**src/rtl/wb_trace_buffer_if.sv**
```systemverilog
// Trace record port: the buffer sources records (master), a checker or trace sink drains them (slave).
interface wb_trace_buffer_if #(
    parameter int unsigned DATA_WIDTH     = 32,
    parameter int unsigned REG_ADDR_WIDTH = 5,
    parameter int unsigned SEQ_WIDTH      = 16
);
    logic                      trace_valid;
    logic                      trace_ready;
    logic [REG_ADDR_WIDTH-1:0] trace_rd;
    logic [DATA_WIDTH-1:0]     trace_data;
    logic [SEQ_WIDTH-1:0]      trace_seq;

    modport master (
        output trace_valid,
        output trace_rd,
        output trace_data,
        output trace_seq,
        input  trace_ready
    );

    modport slave (
        input  trace_valid,
        input  trace_rd,
        input  trace_data,
        input  trace_seq,
        output trace_ready
    );
endinterface

```
**src/rtl/wb_trace_buffer.sv**
```systemverilog
// Writeback retirement trace: shadow register file plus a sequence-numbered record FIFO.
// Never stalls the pipeline; records that do not fit are counted as drops.
module wb_trace_buffer #(
    parameter int unsigned DATA_WIDTH     = 32,
    parameter int unsigned REG_ADDR_WIDTH = 5,
    parameter int unsigned DEPTH          = 8,
    parameter int unsigned SEQ_WIDTH      = 16
) (
    input  logic                      clk,
    input  logic                      rst_n,
    input  logic                      wb_we_i,
    input  logic [REG_ADDR_WIDTH-1:0] wb_rd_i,
    input  logic [DATA_WIDTH-1:0]     wb_data_i,
    input  logic                      clear_i,
    wb_trace_buffer_if.master         trace_if,
    input  logic [REG_ADDR_WIDTH-1:0] shadow_addr_i,
    output logic [DATA_WIDTH-1:0]     shadow_data_o,
    output logic [$clog2(DEPTH):0]    count_o,
    output logic                      overflow_o,
    output logic [SEQ_WIDTH-1:0]      dropped_o
);
    localparam int unsigned PtrW      = $clog2(DEPTH);
    localparam int unsigned NumRegs   = 2 ** REG_ADDR_WIDTH;
    localparam logic [PtrW:0] FullCount = (PtrW + 1)'(DEPTH);

    logic [REG_ADDR_WIDTH-1:0] r_mem_rd   [DEPTH];
    logic [DATA_WIDTH-1:0]     r_mem_data [DEPTH];
    logic [SEQ_WIDTH-1:0]      r_mem_seq  [DEPTH];
    logic [DATA_WIDTH-1:0]     r_shadow   [NumRegs];

    logic [PtrW-1:0]      r_wptr;
    logic [PtrW-1:0]      r_rptr;
    logic [PtrW:0]        r_count;
    logic [SEQ_WIDTH-1:0] r_seq;
    logic                 r_overflow;
    logic [SEQ_WIDTH-1:0] r_dropped;

    logic w_event;
    logic w_valid;
    logic w_full;
    logic w_pop;
    logic w_push;
    logic w_drop;

    always_comb begin
        w_event = wb_we_i && (wb_rd_i != '0);
        w_valid = (r_count != '0);
        w_full  = (r_count == FullCount);
        w_pop   = w_valid && trace_if.trace_ready && !clear_i;
        // A full FIFO still accepts the push when the head leaves in the same cycle.
        w_push  = w_event && !clear_i && (!w_full || w_pop);
        w_drop  = w_event && !clear_i && !w_push;
    end

    always_ff @(posedge clk or negedge rst_n) begin
        if (!rst_n) begin
            r_wptr     <= '0;
            r_rptr     <= '0;
            r_count    <= '0;
            r_seq      <= '0;
            r_overflow <= 1'b0;
            r_dropped  <= '0;
        end else if (clear_i) begin
            r_wptr     <= '0;
            r_rptr     <= '0;
            r_count    <= '0;
            r_seq      <= '0;
            r_overflow <= 1'b0;
            r_dropped  <= '0;
        end else begin
            if (w_push) r_wptr <= r_wptr + PtrW'(1);
            if (w_pop)  r_rptr <= r_rptr + PtrW'(1);
            if (w_push && !w_pop) begin
                r_count <= r_count + (PtrW + 1)'(1);
            end else if (!w_push && w_pop) begin
                r_count <= r_count - (PtrW + 1)'(1);
            end
            // Drops still consume a sequence number so the sink can see the gap.
            if (w_event) r_seq <= r_seq + SEQ_WIDTH'(1);
            if (w_drop) begin
                r_overflow <= 1'b1;
                if (r_dropped != '1) r_dropped <= r_dropped + SEQ_WIDTH'(1);
            end
        end
    end

    always_ff @(posedge clk) begin
        if (w_push) begin
            r_mem_rd[r_wptr]   <= wb_rd_i;
            r_mem_data[r_wptr] <= wb_data_i;
            r_mem_seq[r_wptr]  <= r_seq;
        end
    end

    // Shadow file tracks every event, including dropped ones and those in a clear cycle.
    always_ff @(posedge clk or negedge rst_n) begin
        if (!rst_n) begin
            for (int i = 0; i < NumRegs; i++) r_shadow[i] <= '0;
        end else if (w_event) begin
            r_shadow[wb_rd_i] <= wb_data_i;
        end
    end

    assign shadow_data_o = (shadow_addr_i == '0) ? '0 : r_shadow[shadow_addr_i];

    assign trace_if.trace_valid = w_valid;
    assign trace_if.trace_rd    = w_valid ? r_mem_rd[r_rptr]   : '0;
    assign trace_if.trace_data  = w_valid ? r_mem_data[r_rptr] : '0;
    assign trace_if.trace_seq   = w_valid ? r_mem_seq[r_rptr]  : '0;

    assign count_o    = r_count;
    assign overflow_o = r_overflow;
    assign dropped_o  = r_dropped;
endmodule

```
**src/flat_wrapper.sv**
```systemverilog
// flat-port wrapper written by rule: the top's interface ports become plain ports
module wb_trace_buffer_flat 
#(
    parameter int unsigned DATA_WIDTH     = 32,
    parameter int unsigned REG_ADDR_WIDTH = 5,
    parameter int unsigned DEPTH          = 8,
    parameter int unsigned SEQ_WIDTH      = 16
)
  (clk, rst_n, wb_we_i, wb_rd_i, wb_data_i, clear_i, shadow_addr_i, shadow_data_o, count_o, overflow_o, dropped_o, trace_if_trace_valid, trace_if_trace_rd, trace_if_trace_data, trace_if_trace_seq, trace_if_trace_ready);
  wb_trace_buffer_if #(.DATA_WIDTH(DATA_WIDTH), .REG_ADDR_WIDTH(REG_ADDR_WIDTH), .SEQ_WIDTH(SEQ_WIDTH)) trace_if_i ();
  input  logic clk;
  input  logic rst_n;
  input  logic wb_we_i;
  input  logic [REG_ADDR_WIDTH-1:0] wb_rd_i;
  input  logic [DATA_WIDTH-1:0] wb_data_i;
  input  logic clear_i;
  input  logic [REG_ADDR_WIDTH-1:0] shadow_addr_i;
  output logic [DATA_WIDTH-1:0] shadow_data_o;
  output logic [$clog2(DEPTH):0] count_o;
  output logic overflow_o;
  output logic [SEQ_WIDTH-1:0] dropped_o;
  output wire logic [$bits(trace_if_i.trace_valid)-1:0] trace_if_trace_valid;
  output wire logic [$bits(trace_if_i.trace_rd)-1:0] trace_if_trace_rd;
  output wire logic [$bits(trace_if_i.trace_data)-1:0] trace_if_trace_data;
  output wire logic [$bits(trace_if_i.trace_seq)-1:0] trace_if_trace_seq;
  input wire logic [$bits(trace_if_i.trace_ready)-1:0] trace_if_trace_ready;
  assign trace_if_trace_valid = trace_if_i.trace_valid;
  assign trace_if_trace_rd = trace_if_i.trace_rd;
  assign trace_if_trace_data = trace_if_i.trace_data;
  assign trace_if_trace_seq = trace_if_i.trace_seq;
  assign trace_if_i.trace_ready = trace_if_trace_ready;
  wb_trace_buffer #(.DATA_WIDTH(DATA_WIDTH), .REG_ADDR_WIDTH(REG_ADDR_WIDTH), .DEPTH(DEPTH), .SEQ_WIDTH(SEQ_WIDTH)) u_core (.clk(clk), .rst_n(rst_n), .wb_we_i(wb_we_i), .wb_rd_i(wb_rd_i), .wb_data_i(wb_data_i), .clear_i(clear_i), .trace_if(trace_if_i), .shadow_addr_i(shadow_addr_i), .shadow_data_o(shadow_data_o), .count_o(count_o), .overflow_o(overflow_o), .dropped_o(dropped_o));
endmodule
```
**config.mk**
```make
export PLATFORM = sky130hd
export DESIGN_NAME = wb_trace_buffer_flat
export DESIGN_NICKNAME = d
export VERILOG_FILES = /design/src/rtl/wb_trace_buffer_if.sv /design/src/rtl/wb_trace_buffer.sv /design/src/flat_wrapper.sv
export SDC_FILE = /design/constraint.sdc
export NUM_CORES = 2
export LEC_CHECK = 0
export CAP_MARGIN = 0
export CORE_UTILIZATION = 40
export CTS_CLUSTER_SIZE = 20
export DETAILED_ROUTE_END_ITERATION = 6
export HOLD_SLACK_MARGIN = 0.1
export REMOVE_ABC_BUFFERS = 1
export SLEW_MARGIN = 0
export SYNTH_ARGS = -nofsm -noshare
export SYNTH_HDL_FRONTEND = slang
export SYNTH_SLANG_ARGS = --single-unit
```
**constraint.sdc**
```tcl
create_clock -name clk -period 5.55 [get_ports clk]
set_clock_uncertainty 0.15 [all_clocks]
set_input_delay 0.8325 -clock clk [delete_from_list [all_inputs] [get_ports clk]]
set_output_delay 0.8325 -clock clk [all_outputs]
set_load 0.02 [all_outputs]
```
; Word level (Yosys, flattened, before mapping)
; Memory sizes are Yosys's and may differ from the RTL's.
; Index checks and enable logic that the tools add are counted.
[word_totals]
register_bits = 1067
latch_bits = 0
ramBits = 424
mem_bits_ro = 0
in_bits = 47
out_inout_bits = 107
elab_cells = 104
mem_count = 3
[classes]
n_addsub = 6
mul = 0
div_mod_pow = 0
order_cmp = 3
n_eq_ne = 2
n_shift = 0
mux = 26
bitwise_logic = 2
n_reduce_logical = 24
[memory_table]
columns = name, words, word_bits, read_ports, rd_clocked_by_memory_dff, wr, line_no
row1 = u_core.r_mem_data, 8, 32, 1, 0, 1, wb_trace_buffer.sv:27  ; logic [DATA_WIDTH-1:0] r_mem_data [DEPTH];
row2 = u_core.r_mem_seq, 8, 16, 1, 0, 1, wb_trace_buffer.sv:28  ; logic [SEQ_WIDTH-1:0] r_mem_seq [DEPTH];
row3 = u_core.r_mem_rd, 8, 5, 1, 0, 1, wb_trace_buffer.sv:26  ; logic [REG_ADDR_WIDTH-1:0] r_mem_rd [DEPTH];
[ops]
columns = op, count
row1 = bitwise mux 1024 bit, 1
row2 = binary-select mux 32 bit (select 5 bit), 1
row3 = demux 32 bit (select 5 bit), 1
row4 = two-way mux 32 bit, 5
row5 = two-way mux 16 bit, 6
row6 = adder 16 x 1 -> 16 bit (second input constant), 2
row7 = != test 16 bit (second input constant), 1
row8 = >= comparator 6 bit (second input constant), 2
row9 = two-way mux 3 bit, 4
row10 = two-way mux 4 bit, 3
row11 = NOT 5 -> 6 bit, 2
row12 = nonzero test 2 bit, 5
row13 = logical AND 1 bit, 9
row14 = adder 3 x 1 -> 3 bit (second input constant), 2
row15 = < comparator 6 x 1 -> 1 bit (second input constant), 1
row16 = zero test 5 bit, 1
row17 = two-way mux 5 bit, 1
row18 = nonzero test 5 bit, 1
row19 = adder 4 x 1 -> 4 bit (second input constant), 1
row20 = == test 4 bit (second input constant), 1
row21 = zero test 1 bit, 4
row22 = two-way mux 1 bit, 4
row23 = nonzero test 4 bit, 1
row24 = subtractor 4 x 1 -> 4 bit (second input constant), 1
row25 = 3 further kinds, 3

; Depth between registers and ports, before layout
[depth]
word_depth = 10
ltp_mapped = 10
mapped_depth_nobuf = 9

; Least setup slack after synthesis
; Ideal clock, no wire load.
[synth_timing]
path_kind = input-to-reg
from = input port wb_rd_i[0]
to = memory u_core.r_mem_data[1][0] (enable)
setup_ps = 529
arrival_ps = 5194
required_ps = 4871
path_slack_ps = -323
cell_stages = 5
n_path_buf = 1
path_cell_list = clkbuf_1 -> nor2_1 -> a21oi_1 -> nand3_1 -> nor3_1
[synth_via]
elab_chain_cells = 6
[synth_lines]
columns = element, line_no
row1 = "start, declared", flat_wrapper.sv:14  ; input logic [REG_ADDR_WIDTH-1:0] wb_rd_i;
row2 = nonzero test 5 bit, wb_trace_buffer.sv:46  ; w_event = wb_we_i && (wb_rd_i != '0);
row3 = logical AND 1 bit, wb_trace_buffer.sv:46
row4 = logical AND 1 bit (2 in a row), wb_trace_buffer.sv:51  ; w_push = w_event && !clear_i && (!w_full || w_pop);
row5 = two-way mux 1 bit, wb_trace_buffer.sv:88  ; if (w_push) begin
row6 = two-way mux 1 bit (not written as such), wb_trace_buffer.sv:90  ; r_mem_data[r_wptr] <= wb_data_i;
row7 = "end, declared", wb_trace_buffer.sv:27
; No other way between the ends.

; Final worst setup path
[layout_timing]
from = input port shadow_addr_i[4]
to = output port shadow_data_o[29]
[layout_via]
elab_chain_cells = 5
elab_cells_between_ends = 6
classes_between = mux: 4 / bitwise: 1 / reduce/logical: 1
[layout_lines]
columns = element, line_no
row1 = "start, declared", flat_wrapper.sv:17  ; input logic [REG_ADDR_WIDTH-1:0] shadow_addr_i;
row2 = NOT 5 -> 6 bit (not written as such), wb_trace_buffer.sv:104  ; assign shadow_data_o = (shadow_addr_i == '0) ? '0 : r_shadow[shadow_addr_i];
row3 = binary-select mux 32 bit (select 5 bit), wb_trace_buffer.sv:104
row4 = two-way mux 32 bit (not written as such) (2 in a row), wb_trace_buffer.sv:104
row5 = two-way mux 32 bit *, wb_trace_buffer.sv:104
row6 = "end, declared", flat_wrapper.sv:18  ; output logic [DATA_WIDTH-1:0] shadow_data_o;
; Every way passes the cells marked *; elsewhere a longest branch is shown, timed or not. The select of a mux whose other input is x is not followed.

==> key figures <==
Clocking
  • CTS max path bufs: 3
  • CTS clk-pin slew, worst paths: 0.06 ns
  • CTS sink count: 1491
  • Root Buffer: clkbuf_16
  • H-tree depth: 4
  • CTS-repair resized insts: 0
  • Skew-Pair Late Insertion Delay: 0.80 ns
  • CTS tree: done
  • CTS Buf Count: 160

Floorplan
  • Core Rows: 146
  • IO Count: 154
  • Initial Util: 40.4%
  • Die Ht: 402 um
  • Die area: 162000 um2
  • Die X: 402 um
  • Core box area: 159000 um2

Power and ir drop
  • Net Sw Power: 0.00766 W
  • PwrDens: 401 nW/um2
  • Switching Fraction: 25.8%
  • Pwr Total: 0.0296 W
  • Logic pwr share: 18.0%
  • P_leak: 30.0 nW
  • Peak VDD IR: 0.344 mV
  • Reg power frac: 45.8%
  • P_int: 0.0220 W
  • Clock power frac: 36.2%

Routing
  • Vias/cell: 5.58
  • Iter 0 DRT Violations: 2466
  • Antenna viol nets, final: 0
  • Remaining DRCs: 0
  • Final wirelength: 153 mm
  • Via count: 34.1k
  • Wirelength per Cell: 25.2 um
  • Pre-antenna DRT Iters: 5

Global route
  • First-pass GRT wire length: 237 mm
  • GR Util All Layers: 19.4%
  • Antenna violations before repair: 3
  • Number of global-route vias before repair: 36.0k
  • GRT overflow: 0
  • Pin count of the biggest net entering global routing: 130

Flow run
  • Max_cap viols: 0

Timing
  • Slew @ Worst Pin: 1.06 ns
  • Rel. slew slack: 29.1%
  • RSZ-0062 raised after global routing: false
  • Fin crit period: 4.84 ns
  • Final Max Tran Viols: 0
  • Final setup fails: 0
  • Tcrit/Tclk final: 87.2%
  • Max Freq: 207 MHz
  • Final Hold Viols: 0
  • Final TNS setup: 0 ns

Logic synthesis
  • Commonest cells in the netlist: dfrtp_1, mux2_2, edfxtp_1, mux4_2, clkbuf_1
  • Yosys warnings: 0
  • Sequential share of the synthesized area: 61.5%
  • Async S/R FF share, synth: 71.6%
  • Yosys top cell by area: dfrtp_1
  • Count leader, synth: dfrtp_1
  • Top FF cell, synth: dfrtp_1
  • Largest cells by area after synthesis: dfrtp_1, edfxtp_1, mux2_2, mux4_2, clkbuf_1
  • Seq cells post-synth: 1491
  • Mapped Cells: 3799
  • Post-synth EDFFs: 424
  • Yosys cell types: 48
  • Syn_area_per_cell: 16.9 um2
  • Post-Syn Area: 64200 um2
  • Area share of the largest cell type after synthesis: 41.6%

Worst setup path
  • CP max stage cell: clkdlybuf4s50_1
  • Worst Path Arrival: 3.86 ns
  • Setup slack on the worst flop-to-flop path: 2.10 ns
  • Crit-path cells: clkdlybuf4s50_1, nor2b_1, nand2_1, buf_4, o22ai_1, nor4_1, clkdlybuf4s50_1
  • Worst setup EP type: primary output
  • Register-to-Register Path Depth: 7
  • Worst r2r dst: u_core.count_o[0]
  • Critical path class: in -> out
  • Cell mode on critical path: clkdlybuf4s50_1
  • Startpoint types: input port
  • CP max FO: 17
  • CP required: 4.57 ns
  • Slowest stage delay, CP: 0.74 ns
  • Worst r2r src: u_core.count_o[0]

Final layout
  • Seq. cell area: 39400 um2
  • Layout net count: 3953
  • Share of layout cells above drive strength 1: 46.4%
  • Layout Utilization: 46.5%
  • P&R area growth vs syn: 15.2%
  • Post-route cell area: 73900 um2
  • Multi-input combinational cell area: 23500 um2
  • FILL cells: 13.6k

Hold path
  • Hold WC Path Type: reg -> reg
  • HP Start: u_core.r_shadow[1014]
  • Worst Hold Path Cells: 0
  • Worst Hold End: u_core.r_shadow[1014]

Placed design
  • Port buffer count: 153
  • Hpwl dp: 90.4 mm
  • GP Congestion: 0.754
  • Dpl cell area: 68600 um2

Outcome
  • Status: finished clean
==> worst max-delay path, delay by kind of cell <==
family	cells	cell delay, ns
AND/OR/NAND/NOR	3	1.08
buffers and inverters	3	1.77
AO/OA/AOI/OAI	1	0.14
==> metal layers <==
layer	global-route usage, %	up-vias	wire, um
met5	0	-	0
met4	4.99	0	2930
met3	3.32	169	6640
met2	30.5	663	72800
met1	27.8	18600	71100
li1	-	14600	-
==> flip-flops by register name (all words and copies together) (netlist names) <==
| name | flops |
|---|---|
| u_core.r_shadow | 1024 |
| u_core.r_wptr | 3 |
| u_core.r_mem_seq | 128 |
| u_core.r_mem_rd | 40 |
| u_core.dropped_o | 16 |
| u_core.r_seq | 16 |
| u_core.count_o | 4 |
| u_core.r_rptr | 3 |
| u_core.r_mem_data | 256 |
| u_core.overflow_o | 1 |
==> area by class of cell <==
class / instances / area share (%)
Clock buffer: 232 / 6.24
Multi-Input combinational cell: 1934 / 31.8
Timing Repair Buffer: 304 / 4.09
Inverter: 8 / 0.0406
Clock inverter: 56 / 0.947
Antenna cell: 3 / 0.0102
Tap cell: 2072 / 3.51
Sequential cell: 1491 / 53.4
==> stage by stage <==
step | worst slack [ns] | instances | hold slack [ns]
finish | 0.711 | 6100 | 0.222
global route | 0.649 | 6097 | 0.233
CTS | 0.573 | 6097 | 0.226
detailed placement | 0.586 | 5808 | 0.213
global placement | 0.582 | 5808 | 0.211
floorplan | -0.584 | 3433 | 0.199
==> power by group through the flow <==
stage | registers, W | logic (W) | clock network (W)
4_1_cts | 0.0136 | 0.00543 | 0.0110
3_3_place_gp | 0.0137 | 0.00535 | 0
5_1_grt | 0.0138 | 0.00574 | 0.0114
2_1_floorplan | 0.0136 | 0.00346 | 0
6_report | 0.0136 | 0.00533 | 0.0107
3_5_place_dp | 0.0138 | 0.00542 | 0
==> cells in the final DEF, fill, tap and decap left out, types with 10 or more instances in the layout <==
master,netlist,routed
dfrtp_1,1067,1064
nor2_4,0,19
nor2_1,106,88
mux2_2,1044,1044
nor3_1,12,10
clkbuf_8,0,34
mux2i_1,63,63
clkinv_2,0,20
clkbuf_16,0,160
nor2b_1,29,29
nand3_1,15,15
xor2_1,10,10
mux4_2,362,362
a21oi_1,18,18
xnor2_1,12,12
nand2_2,0,15
buf_4,0,135
edfxtp_1,424,424
nand2_1,36,21
a211oi_1,25,25
nor4_1,30,29
a22oi_1,16,16
clkdlybuf4s50_1,0,133
o22ai_1,56,56
clkbuf_1,246,38
buf_12,0,31
==> cells by family (layout without fill, tap and decap cells) <==
kind of cell               Yosys count  in the layout  synth area share [%]
AOI/OAI and AO/OA                  150            150                  1.55
other                                0              3                     0
adders and majority gates            7              7                 0.148
xor gates and xnor gates            22             22                 0.300
DFF                               1491           1491                  61.5
muxes                             1470           1470                  32.0
and+or+nand+nor                    285            285                  2.25
buffers and inverters              374            600                  2.25
==> how the worst max path moves through the flow <==
stage | startpoint | end | slack [ns] | cells after the start
CTS | shadow_addr_i[4] | shadow_data_o[29] | 0.57 | 7
global route | shadow_addr_i[4] | shadow_data_o[29] | 0.65 | 7
finish | shadow_addr_i[4] | shadow_data_o[29] | 0.71 | 7
detailed placement | shadow_addr_i[4] | shadow_data_o[29] | 0.59 | 7
floorplan | u_core.r_rptr[0] | trace_if_trace_data[0] | -0.58 | 3
global placement | shadow_addr_i[4] | shadow_data_o[29] | 0.58 | 7
==> timing repair <==
item / in CTS / in global routing
hold buffers: 1 / 0
setup buffers: 0 / 0
hold endpoints to repair: 92 / 0
Power figures use the tool's default switching activity.
